**config.mk**
```make
export PLATFORM = sky130hd
export DESIGN_NAME = key_conditioner
export DESIGN_NICKNAME = d
export VERILOG_FILES = /design/src/rtl/robot_pkg.sv /design/src/rtl/key_channel.sv /design/src/rtl/key_conditioner.sv
export SDC_FILE = /design/constraint.sdc
export NUM_CORES = 1
export LEC_CHECK = 0
export CAP_MARGIN = 20
export CORE_ASPECT_RATIO = 0.6
export CORE_MARGIN = 4
export CORE_UTILIZATION = 45
export CTS_CLUSTER_SIZE = 28
export DETAILED_ROUTE_END_ITERATION = 16
export HOLD_SLACK_MARGIN = 0.12
export PLACE_DENSITY = 0.65
export SETUP_SLACK_MARGIN = 0.1
export SLEW_MARGIN = 0
export SYNTH_ARGS = -nofsm -noshare
export SYNTH_HDL_FRONTEND = slang
export SYNTH_HIERARCHICAL = 1
export SYNTH_SLANG_ARGS = --single-unit
```
**constraint.sdc**
```tcl
create_clock -name clock_50 -period 2.3 [get_ports clock_50]
set_clock_uncertainty 0.2 [all_clocks]
set_input_delay 0.46 -clock clock_50 [delete_from_list [all_inputs] [get_ports clock_50]]
set_output_delay 0.46 -clock clock_50 [all_outputs]
set_load 0.05 [all_outputs]
```
**src/rtl/robot_pkg.sv**
```systemverilog
// Shared constants and types for the robot input-conditioning logic.
package robot_pkg;

    localparam int CLK_HZ        = 50_000_000;
    localparam int DEBOUNCE_20MS = CLK_HZ / 50;
    localparam int HOLD_500MS    = CLK_HZ / 2;
    localparam int REPEAT_100MS  = CLK_HZ / 10;

    typedef enum logic [1:0] {
        RELEASED,
        HOLD,
        REPEAT
    } key_state_e;

    // Counter width for a modulus, never narrower than one bit.
    function automatic int cnt_w(input int n);
        return (n > 1) ? $clog2(n) : 1;
    endfunction

endpackage

```
**src/rtl/key_channel.sv**
```systemverilog
// One key: 2-flop synchroniser, debounce counter, hold/repeat FSM.
module key_channel
    import robot_pkg::*;
#(
    parameter int DEBOUNCE_CYCLES = DEBOUNCE_20MS,
    parameter int HOLD_CYCLES     = HOLD_500MS,
    parameter int REPEAT_CYCLES   = REPEAT_100MS
) (
    input  logic clock_50,
    input  logic reset_key,
    input  logic key_n,
    output logic key_level,
    output logic key_press,
    output logic key_release,
    output logic key_repeat
);

    localparam int DW = cnt_w(DEBOUNCE_CYCLES);
    localparam int TW = cnt_w((HOLD_CYCLES > REPEAT_CYCLES) ? HOLD_CYCLES : REPEAT_CYCLES);
    localparam logic [DW-1:0] D_LAST = DW'(DEBOUNCE_CYCLES - 1);
    localparam logic [TW-1:0] H_LAST = TW'(HOLD_CYCLES - 1);
    localparam logic [TW-1:0] R_LAST = TW'(REPEAT_CYCLES - 1);

    logic          sync1, s;
    logic [DW-1:0] dcnt, dcnt_nx;
    logic [TW-1:0] timer, timer_nx;
    key_state_e    state, state_nx;
    logic          level_nx, press_nx, release_nx, repeat_nx;
    logic          differs, commit;

    // s is active-low, key_level is active-high
    assign differs = (~s) != key_level;
    assign commit  = differs && (dcnt == D_LAST);

    always_ff @(posedge clock_50 or negedge reset_key) begin
        if (!reset_key) begin
            sync1       <= 1'b1;
            s           <= 1'b1;
            dcnt        <= '0;
            timer       <= '0;
            state       <= RELEASED;
            key_level   <= 1'b0;
            key_press   <= 1'b0;
            key_release <= 1'b0;
            key_repeat  <= 1'b0;
        end else begin
            sync1       <= key_n;
            s           <= sync1;
            dcnt        <= dcnt_nx;
            timer       <= timer_nx;
            state       <= state_nx;
            key_level   <= level_nx;
            key_press   <= press_nx;
            key_release <= release_nx;
            key_repeat  <= repeat_nx;
        end
    end

    always_comb begin
        dcnt_nx    = '0;
        timer_nx   = timer;
        state_nx   = state;
        level_nx   = key_level;
        press_nx   = 1'b0;
        release_nx = 1'b0;
        repeat_nx  = 1'b0;

        if (differs && !commit)
            dcnt_nx = dcnt + 1'b1;

        // A commit takes priority over any timer expiry in the same cycle.
        if (commit && !key_level) begin
            level_nx = 1'b1;
            press_nx = 1'b1;
            state_nx = HOLD;
            timer_nx = '0;
        end else if (commit) begin
            level_nx   = 1'b0;
            release_nx = 1'b1;
            state_nx   = RELEASED;
            timer_nx   = '0;
        end else begin
            case (state)
                HOLD: begin
                    if (timer == H_LAST) begin
                        repeat_nx = 1'b1;
                        state_nx  = REPEAT;
                        timer_nx  = '0;
                    end else begin
                        timer_nx = timer + 1'b1;
                    end
                end
                REPEAT: begin
                    if (timer == R_LAST) begin
                        repeat_nx = 1'b1;
                        timer_nx  = '0;
                    end else begin
                        timer_nx = timer + 1'b1;
                    end
                end
                default: timer_nx = '0;
            endcase
        end
    end

endmodule

```
**src/rtl/key_conditioner.sv**
```systemverilog
// Debounced, edge- and repeat-pulsed view of the board push-buttons.
module key_conditioner
    import robot_pkg::*;
#(
    parameter int N_KEYS          = 4,
    parameter int DEBOUNCE_CYCLES = DEBOUNCE_20MS,
    parameter int HOLD_CYCLES     = HOLD_500MS,
    parameter int REPEAT_CYCLES   = REPEAT_100MS
) (
    input  logic              clock_50,
    input  logic              reset_key,
    input  logic [N_KEYS-1:0] key_n,
    output logic [N_KEYS-1:0] key_level,
    output logic [N_KEYS-1:0] key_press,
    output logic [N_KEYS-1:0] key_release,
    output logic [N_KEYS-1:0] key_repeat
);

    for (genvar i = 0; i < N_KEYS; i++) begin : g_ch
        key_channel #(
            .DEBOUNCE_CYCLES(DEBOUNCE_CYCLES),
            .HOLD_CYCLES    (HOLD_CYCLES),
            .REPEAT_CYCLES  (REPEAT_CYCLES)
        ) u_ch (
            .clock_50   (clock_50),
            .reset_key  (reset_key),
            .key_n      (key_n[i]),
            .key_level  (key_level[i]),
            .key_press  (key_press[i]),
            .key_release(key_release[i]),
            .key_repeat (key_repeat[i])
        );
    end

endmodule
```
# Word level (Yosys, flattened, before mapping)
# Cells that the tools add are included.
[word_totals]
register_bits = 212
inputBits = 6
elab_cells = 188
[op_classes]
addsub = 8
n_eq_ne = 24
mux = 80
bitwise = 4
reduce_logical = 36
[op_table]
columns = ["operator", "count"]
rows = [
  ["25-bit 2-to-1 mux", 16],
  ["25-bit case mux with 2 select lines", 4],
  ["25-bit by 1-bit adder with 25-bit output (second input constant)", 4],
  ["25-bit by 23-bit == test with 1-bit output (second input constant)", 4],
  ["25-bit == test (second input constant)", 4],
  ["20-bit by 1-bit adder with 20-bit output (second input constant)", 4],
  ["20-bit == test (second input constant)", 4],
  ["20-bit 2-to-1 mux", 4],
  ["1-bit 2-to-1 mux", 36],
  ["2-bit 2-to-1 mux", 16],
  ["3-bit nonzero test", 8],
  ["1-bit logical AND", 12],
  ["2-bit by 1-bit == test with 1-bit output (second input constant)", 4],
  ["2-bit == test (second input constant)", 4],
  ["1-bit logical NOT", 8],
  ["1-bit case mux with 2 select lines", 4],
  ["2-bit AND reduction", 4],
  ["2-bit nonzero test", 4],
  ["1-bit inequality test", 4],
  ["1-bit NOT", 4],
]

# Depth between registers and ports, before layout
# Gate-level depths: netlist of the first run.
[logic_depth]
ltp_word = 6
ltp_mapped = 9

# Modules after synthesis
# The synthesis of the first run kept the hierarchy.
[modules_own_cells]
columns = ["module", "instances", "cells_per_inst", "area_per_inst_um2", "seq_area_each_um2"]
rows = [
  ["key_channel at g_ch[0].u_ch ...", 3, 255, 2557.5, 1328.8],
  ["key_channel at g_ch[3].u_ch", 1, 265, 2633.8, 1328.8],
]

# Worst setup path after synthesis of the first run
# Ideal clock, no wire load.
[synth_timing]
path_kind = "reg2reg"
startpoint = "register g_ch[3].u_ch.dcnt[0]"
endpoint = "register g_ch[3].u_ch.timer[11]"
setup_time_ps = 119
arrival_time_ps = 2036
required_time_ps = 1981
setup_slack_ps = -55
path_stages_with_launch = 10
path_buffers = 3
path_cell_list = "dfrtp_1 -> ha_1 -> and3_1 -> buf_4 -> nand3_2 -> or4_1 -> buf_6 -> o221ai_4 -> buf_6 -> nor2_1"
[synth_between]
elab_chain_len = 4
[synth_rtl]
columns = ["item", "line_no", "rtl"]
rows = [
  ["start: declaration", "key_channel.sv:25", "logic [DW-1:0] dcnt, dcnt_nx;"],
  ["start signal: assignment", "key_channel.sv:49", "dcnt <= dcnt_nx;"],
  ["20-bit == test (*)", "key_channel.sv:33", "assign commit = differs && (dcnt == D_LAST);"],
  ["1-bit logical AND (*)", "key_channel.sv:33", ""],
  ["25-bit 2-to-1 mux / 1-bit logical AND (equally long branches)", "key_channel.sv:77, key_channel.sv:72", ""],
  ["25-bit 2-to-1 mux (*)", "key_channel.sv:72", "if (commit && !key_level) begin"],
  ["named net g_ch[3].u_ch.timer_nx[11]", "key_channel.sv:26", "logic [TW-1:0] timer, timer_nx;"],
  ["end signal: assignment", "key_channel.sv:50", "timer <= timer_nx;"],
  ["end: declaration", "key_channel.sv:26", ""],
]
# The timed path passes the listed nets; every way through them passes the cells marked *.
# A chain may end at the register's enable or synchronous reset.

# Final worst setup path of the first run
[layout_timing]
startpoint = "register g_ch[2].u_ch.timer[17]"
endpoint = "register g_ch[2].u_ch.timer[10]"
[layout_between]
elab_chain_len = 5
[layout_rtl]
columns = ["item", "line_no", "rtl"]
rows = [
  ["start: declaration", "key_channel.sv:26", ""],
  ["start signal: assignment", "key_channel.sv:50", ""],
  ["25-bit by 23-bit == test with 1-bit output / 25-bit == test (equally long branches)", "key_channel.sv:94, key_channel.sv:85", ""],
  ["25-bit 2-to-1 mux (on tied branches)", "key_channel.sv:94, key_channel.sv:85", ""],
  ["25-bit case mux with 2 select lines (*)", "key_channel.sv:83", "case (state)"],
  ["25-bit 2-to-1 mux (*)", "key_channel.sv:77", "end else if (commit) begin"],
  ["25-bit 2-to-1 mux (*)", "key_channel.sv:72", ""],
  ["named net g_ch[2].u_ch.timer_nx[10]", "key_channel.sv:26", ""],
]
# Marks and branches as above.

==> out/summary.txt, run 1 <==
status - finished, violations left
failing checks - negative setup slack
Static Leak - 5.422 nW
H-tree depth - 1
DRC Markers - 0
area share of the largest cell type after synthesis - 49.53%
fillcell total - 1923
Final Setup Violations - 23
initial antenna violation count - 0
syn nets - 1052
DPL Wire Length - 13.78 mm
pwr/cell area - 586.5 nW/µm²
Post-Syn Area per Cell - 10.01 µm²
Die Y - 125.2 µm
Worst Path Arrival - 2.51 ns
port bufs - 21
grt total ovfl - 0
1st-iter DRT viols - 515
Final nets - 1184
EDFF count, synth - 0
top cells by count, synth - 219 x nor2_1, 204 x dfrtp_1, 96 x xor2_1
Max Cap Viol - 0
Die X - 203.4 µm
Synth area leaders - dfrtp_1 50%, xor2_1 8.2%, nor2_1 8.0%
Final Total Pwr - 0.007642 W
Via density - 5.136
yosys warns - 6
ys flop type - dfrtp_1
layout cells sized above 1 - 21.39%
Max transition margin - 58.19%
minimum clock period - 2.325 ns
DIE AREA - 25470 µm²
Async SR Flop Fraction - 100.0%
CTS Buffer Depth - 3
root buf cell - clkbuf_16
Worst setup SP type - register
Area Growth Syn to Fin - 26.43%
GR Util All Layers - 16.46%
TritonCTS clock tree - yes
count of cell types in the netlist - 43
max-slew violations - 0
Placeable Area - 22280 µm²
WP data required - 2.48 ns
slew at the pin with the worst max-slew slack - 0.6215 ns
routed wire length - 21.83 mm
number of global-route vias before repair - 7286
Cell Area, Placed - 11470 µm²
Ant. Diodes - 0
final RePlAce weighted congestion - 0.7966
Hold Crit Class - register to register
post-synthesis sequential area ratio - 51.57%
RSZ-0062 raised after global routing - yes
DRT antenna net count - 0
critical path endpoint category - register
post-route cell area - 13030 µm²
first-pass GRT wire length - 36.13 mm
most common cell in the netlist - nor2_1
Fmax achieved - 430.1 MHz
final hold viol count - 0
largest net degree at the start of global routing - 67
Setup Crit Path Kind - register to register
fin worst setup slack - -0.02483 ns
total number of vias - 7632
CTS Sinks - 212
clock slew seen by the registers of the worst setup and hold paths - 0.06 ns
#FFs+latches synth - 212
Synth Cell Area - 10310 µm²
crit-path max FO - 8
Period Utilization, post-route - 101.1%
Fin Hold WS - 0.1558 ns
initial core utilization - 46.25%
Ports - 22
Wirelength per Cell - 14.69 µm
drt pass-1 iters - 5
Yosys top cell by area - dfrtp_1
Syn Inst Count - 1030
Clock Latency Late Sink - 0.50 ns
Worst VDD drop - 0.4121 mV
TritonCTS Buffers - 22
Rows - 42
worst max-delay path, stage by stage, from the launching register on:
cell and delay (ns):
dfrtp_1 0.38, or4b_4 0.55, or4_4 0.50, o21ai_2 0.14
a21bo_4 0.16, buf_12 0.10, buf_16 0.13, nor2_1 0.05
where the power goes:
group          internal [W]  total [W]  switching (W)
Clock               0.00219    0.00368        0.00148
Sequential          0.00376    0.00378      0.0000234
Combinational     0.0000633   0.000183       0.000120
timing repair:
item,in CTS,in global routing
resized for setup,56,85
hold buffers,1,0
cloned,2,6
setup buffers,7,6
pin swaps,12,41
hold endpoints to repair,204,0
setup endpoints to repair,156,184
cell type report:
type	count	area [µm²]	share of cell area, %
Sequential cell	212	5315	40.79
Multi-Input combinational cell	759	5121	39.30
Timing Repair Buffer	132	1323	10.15
Clock buffer	30	641.9	4.926
Tap cell	308	385.4	2.958
Inverter	35	131.4	1.008
Clock inverter	10	112.6	0.8642
state kept, by name, indices dropped and copies added (netlist names):
signal                 flops
g_ch.u_ch/key_release      4
g_ch.u_ch/sync1            4
g_ch.u_ch/key_repeat       4
g_ch.u_ch/key_press        4
g_ch.u_ch/state            8
g_ch.u_ch/dcnt            80
g_ch.u_ch/s                4
g_ch.u_ch/key_level        4
g_ch.u_ch/timer          100
cell usage in the layout, fill, tap and decap left out, types with 4 or more instances in the layout:
master and instances:
nor4_1 33, inv_1 35, or4b_1 6, xor2_1 95, buf_12 12, buf_4 90, clkbuf_16 28, and2_1 9
dfrtp_1 204, nand3_2 4, buf_6 5, and4_1 12, dlygate4sd2_1 12, clkdlybuf4s50_1 4, clkinv_2 5, a21o_1 4
nor2_1 169, nor2_2 20, xnor2_1 76, nand2_1 67, and3_1 24, nor2_4 34, nand4_1 50, dfstp_2 8
nor3_1 15, ha_1 15, nand3_1 64, clkbuf_8 4, o21ai_0 4, or4_4 5
logic make-up (layout without fill, tap and decap cells):
kind of cell / Yosys count / count (layout) / synth area share [%]
fa+ha+maj: 16 / 16 / 1.942
flops: 212 / 212 / 51.57
buf+inv: 59 / 207 / 3.436
xor+xnor: 172 / 172 / 14.62
simple gates: 536 / 536 / 25.63
compound gates: 35 / 35 / 2.805
routing by layer:
metal	part of all wire (%)	routed length [µm]	global-route usage, %	up-vias
li1	-	-	-	3788
met1	54	11900	27.45	3698
met2	41	8896	22.50	124
met3	3.4	743	2.614	22
met4	1.3	294	3.131	0
met5	0	0	0	-
through the flow:
step	instances	setup WS [ns]	util, %	TNS (ns)
floorplan	1030	0.06817	-	0
global placement	1424	0.001822	51.48	0
detailed placement	1424	-0.02428	51.48	-0.3424
CTS	1474	-0.003379	56.15	-0.007052
global route	1486	-0.07793	58.48	-5.113
finish	1486	-0.02483	58.48	-0.2068
path summary, 6_finish.rpt:
| check | start | to | slack (ns) | cells past startpoint |
|---|---|---|---|---|
| max in group asynchronous | reset_key | g_ch[1].u_ch/dcnt[1] | 1.06 | 3 |
| worst min-delay path | g_ch[3].u_ch/sync1 | g_ch[3].u_ch/s | 0.16 | 0 |
| worst min register to register | g_ch[3].u_ch/sync1 | g_ch[3].u_ch/s | 0.16 | 0 |
| worst max register to register | g_ch[2].u_ch/timer[17] | g_ch[2].u_ch/timer[10] | -0.02 | 7 |
| min in group asynchronous | reset_key | g_ch[2].u_ch/dcnt[0] | 0.21 | 2 |
| worst max-delay path | g_ch[2].u_ch/timer[17] | g_ch[2].u_ch/timer[10] | -0.02 | 7 |
No activity file was read; power rests on OpenSTA's default activity.
==> run 2: changes to the inputs <==
Settings changed: MAX_ROUTING_LAYER set to met4.
==> run 2 against run 1 <==
Against the previous run:
- the run still ends with negative setup slack left
- via count increased by 0.16%
- worst hold slack about the same
- utilization down 0.050 points
- critical path type unchanged
- non-clock buffer count unchanged
- first-iteration DRC count is 6.0% higher
- largest power group unchanged
- setup slack got worse by 0.0032 ns
- combinational power about the same
==> out/summary.txt, run 2 (synthesized netlist as in run 1, its figures left out) <==
final RePlAce weighted congestion - 0.8080
drt pass-1 iters - 5
first-pass GRT wire length - 36.13 mm
CP cell instances - or4b_4 > or4_4 > o21ai_2 > a21bo_4 > buf_12 > buf_16 > nor2_1
FF-to-FF Start - g_ch[2].u_ch/timer[17]
crit-path max FO - 8
commonest non-fill, non-tap cell in the layout - dfrtp_1
Die X - 203.4 µm
Wirelength per Cell - 14.70 µm
grt total ovfl - 0
number of global-route vias before repair - 7287
final hold viol count - 0
Critical Path Slowest Stage Cell - or4b_4
Area Growth Syn to Fin - 26.32%
Fin Hold WS - 0.1555 ns
largest registers - g_ch.u_ch/timer: 100 flops, g_ch.u_ch/dcnt: 80 flops, g_ch.u_ch/state: 8 flops
max reg flops - 100
fin worst setup slack - -0.02802 ns
Setup Crit Path Kind - register to register
Largest Register - g_ch.u_ch/timer
initial core utilization - 46.25%
crit-path leading delay family - simple AND/OR/NAND/NOR gates
root buf cell - clkbuf_16
DRC Markers - 0
Worst Path Arrival - 2.51 ns
RSZ-0062 raised after global routing - yes
CTS Buffer Depth - 3
Fmax achieved - 429.6 MHz
commonest cells after routing, fill and taps aside - 204 x dfrtp_1, 170 x nor2_1, 95 x xor2_1
TritonCTS Buffers - 22
Worst setup SP type - register
Rows - 42
largest net degree at the start of global routing - 67
Die Y - 125.2 µm
worst path bufs/invs - 2
Period Utilization, post-route - 101.2%
CTS Sinks - 212
Final Setup Violations - 26
Layout Cells excl Fill - 1486
pwr/cell area - 586.9 nW/µm²
Final nets - 1184
DRT antenna net count - 0
H-tree depth - 1
1st-iter DRT viols - 546
Ports - 22
critical path endpoint category - register
hold path start - g_ch[3].u_ch/sync1
clock slew seen by the registers of the worst setup and hold paths - 0.06 ns
failing checks - negative setup slack
WP data required - 2.48 ns
GR Util All Layers - 16.97%
Placeable Area - 22280 µm²
DPL Wire Length - 13.78 mm
port bufs - 21
placed insts - 1424
CP max stage delay - 0.55 ns
initial antenna violation count - 0
Static Leak - 5.405 nW
max-slew violations - 0
routed wire length - 21.84 mm
minimum clock period - 2.328 ns
status - finished, violations left
Clock Latency Late Sink - 0.50 ns
slew at the pin with the worst max-slew slack - 0.6204 ns
Max transition margin - 58.26%
Hold Crit Class - register to register
total number of vias - 7644
TritonCTS clock tree - yes
Ant. Diodes - 0
Max Cap Viol - 0
Worst VDD drop - 0.4121 mV
DIE AREA - 25470 µm²
Via density - 5.144
Worst Setup SP - g_ch[2].u_ch/timer[17]
layout cells sized above 1 - 21.22%
run 2: changes by cell type in the layout (fill, tap and decap cells not counted):
cell | previous run | this run
nand3_1 | 64 | 65
nand3_2 | 4 | 3
nor2_1 | 169 | 170
nor2_2 | 20 | 18
nor2_4 | 34 | 35
nor4_2 | 3 | 4
nor4_4 | 2 | 1
run 2: stage by stage:
stage                     setup TNS [ns]  instance area, µm²  util [%]  power [W]  worst slack, ns
after floorplan                        0               10310         -   0.003899          0.06817
after global placement                 0               11470     51.48   0.004026         0.001822
after detailed placement         -0.3424               11470     51.48   0.004028         -0.02428
after CTS                      -0.007052               12510     56.15   0.007735        -0.003379
after global routing              -5.087               13020     58.43   0.007936         -0.08044
final                            -0.2222               13020     58.43   0.007641         -0.02802
run 2: layout make-up:
cell class	count	area, µm²
fill	1926	9263
sequential	212	5315
multi-input combinational	759	5110
timing repair buffer	132	1323
clock buffer	30	641.9
tap	308	385.4
inverter	35	131.4
clock inverter	10	112.6
run 2: worst paths after layout:
| check | cells past startpoint | endpoint | slack, ns |
|---|---|---|---|
| min in group asynchronous | 2 | g_ch[2].u_ch/dcnt[0] | 0.21 |
| max in group asynchronous | 3 | g_ch[3].u_ch/timer[22] | 1.06 |
| max | 7 | g_ch[2].u_ch/timer[15] | -0.03 |
| min reg2reg | 0 | g_ch[3].u_ch/s | 0.16 |
| max reg2reg | 7 | g_ch[2].u_ch/timer[15] | -0.03 |
| min | 0 | g_ch[3].u_ch/s | 0.16 |
run 2: layer usage:
metal / track usage (%) / part of all wire [%]
met5: - / 0
met2: 22.58 / 41
met1: 27.39 / 54
met3: 2.614 / 3.6
met4: 3.131 / 1.3
run 2: what timing repair did:
action                     4_1_cts  5_1_grt
gates cloned                     2        6
hold buffers                     1        0
setup buffers                    7        6
setup endpoints to repair      156      184
gates resized for setup         56       83
hold endpoints to repair       204        0
pin swaps                       12       42
run 2: report_power, final:
part           total, W  switching (W)  internal [W]
clock           0.00367        0.00148       0.00219
sequential      0.00378      0.0000234       0.00376
combinational  0.000184       0.000120     0.0000634
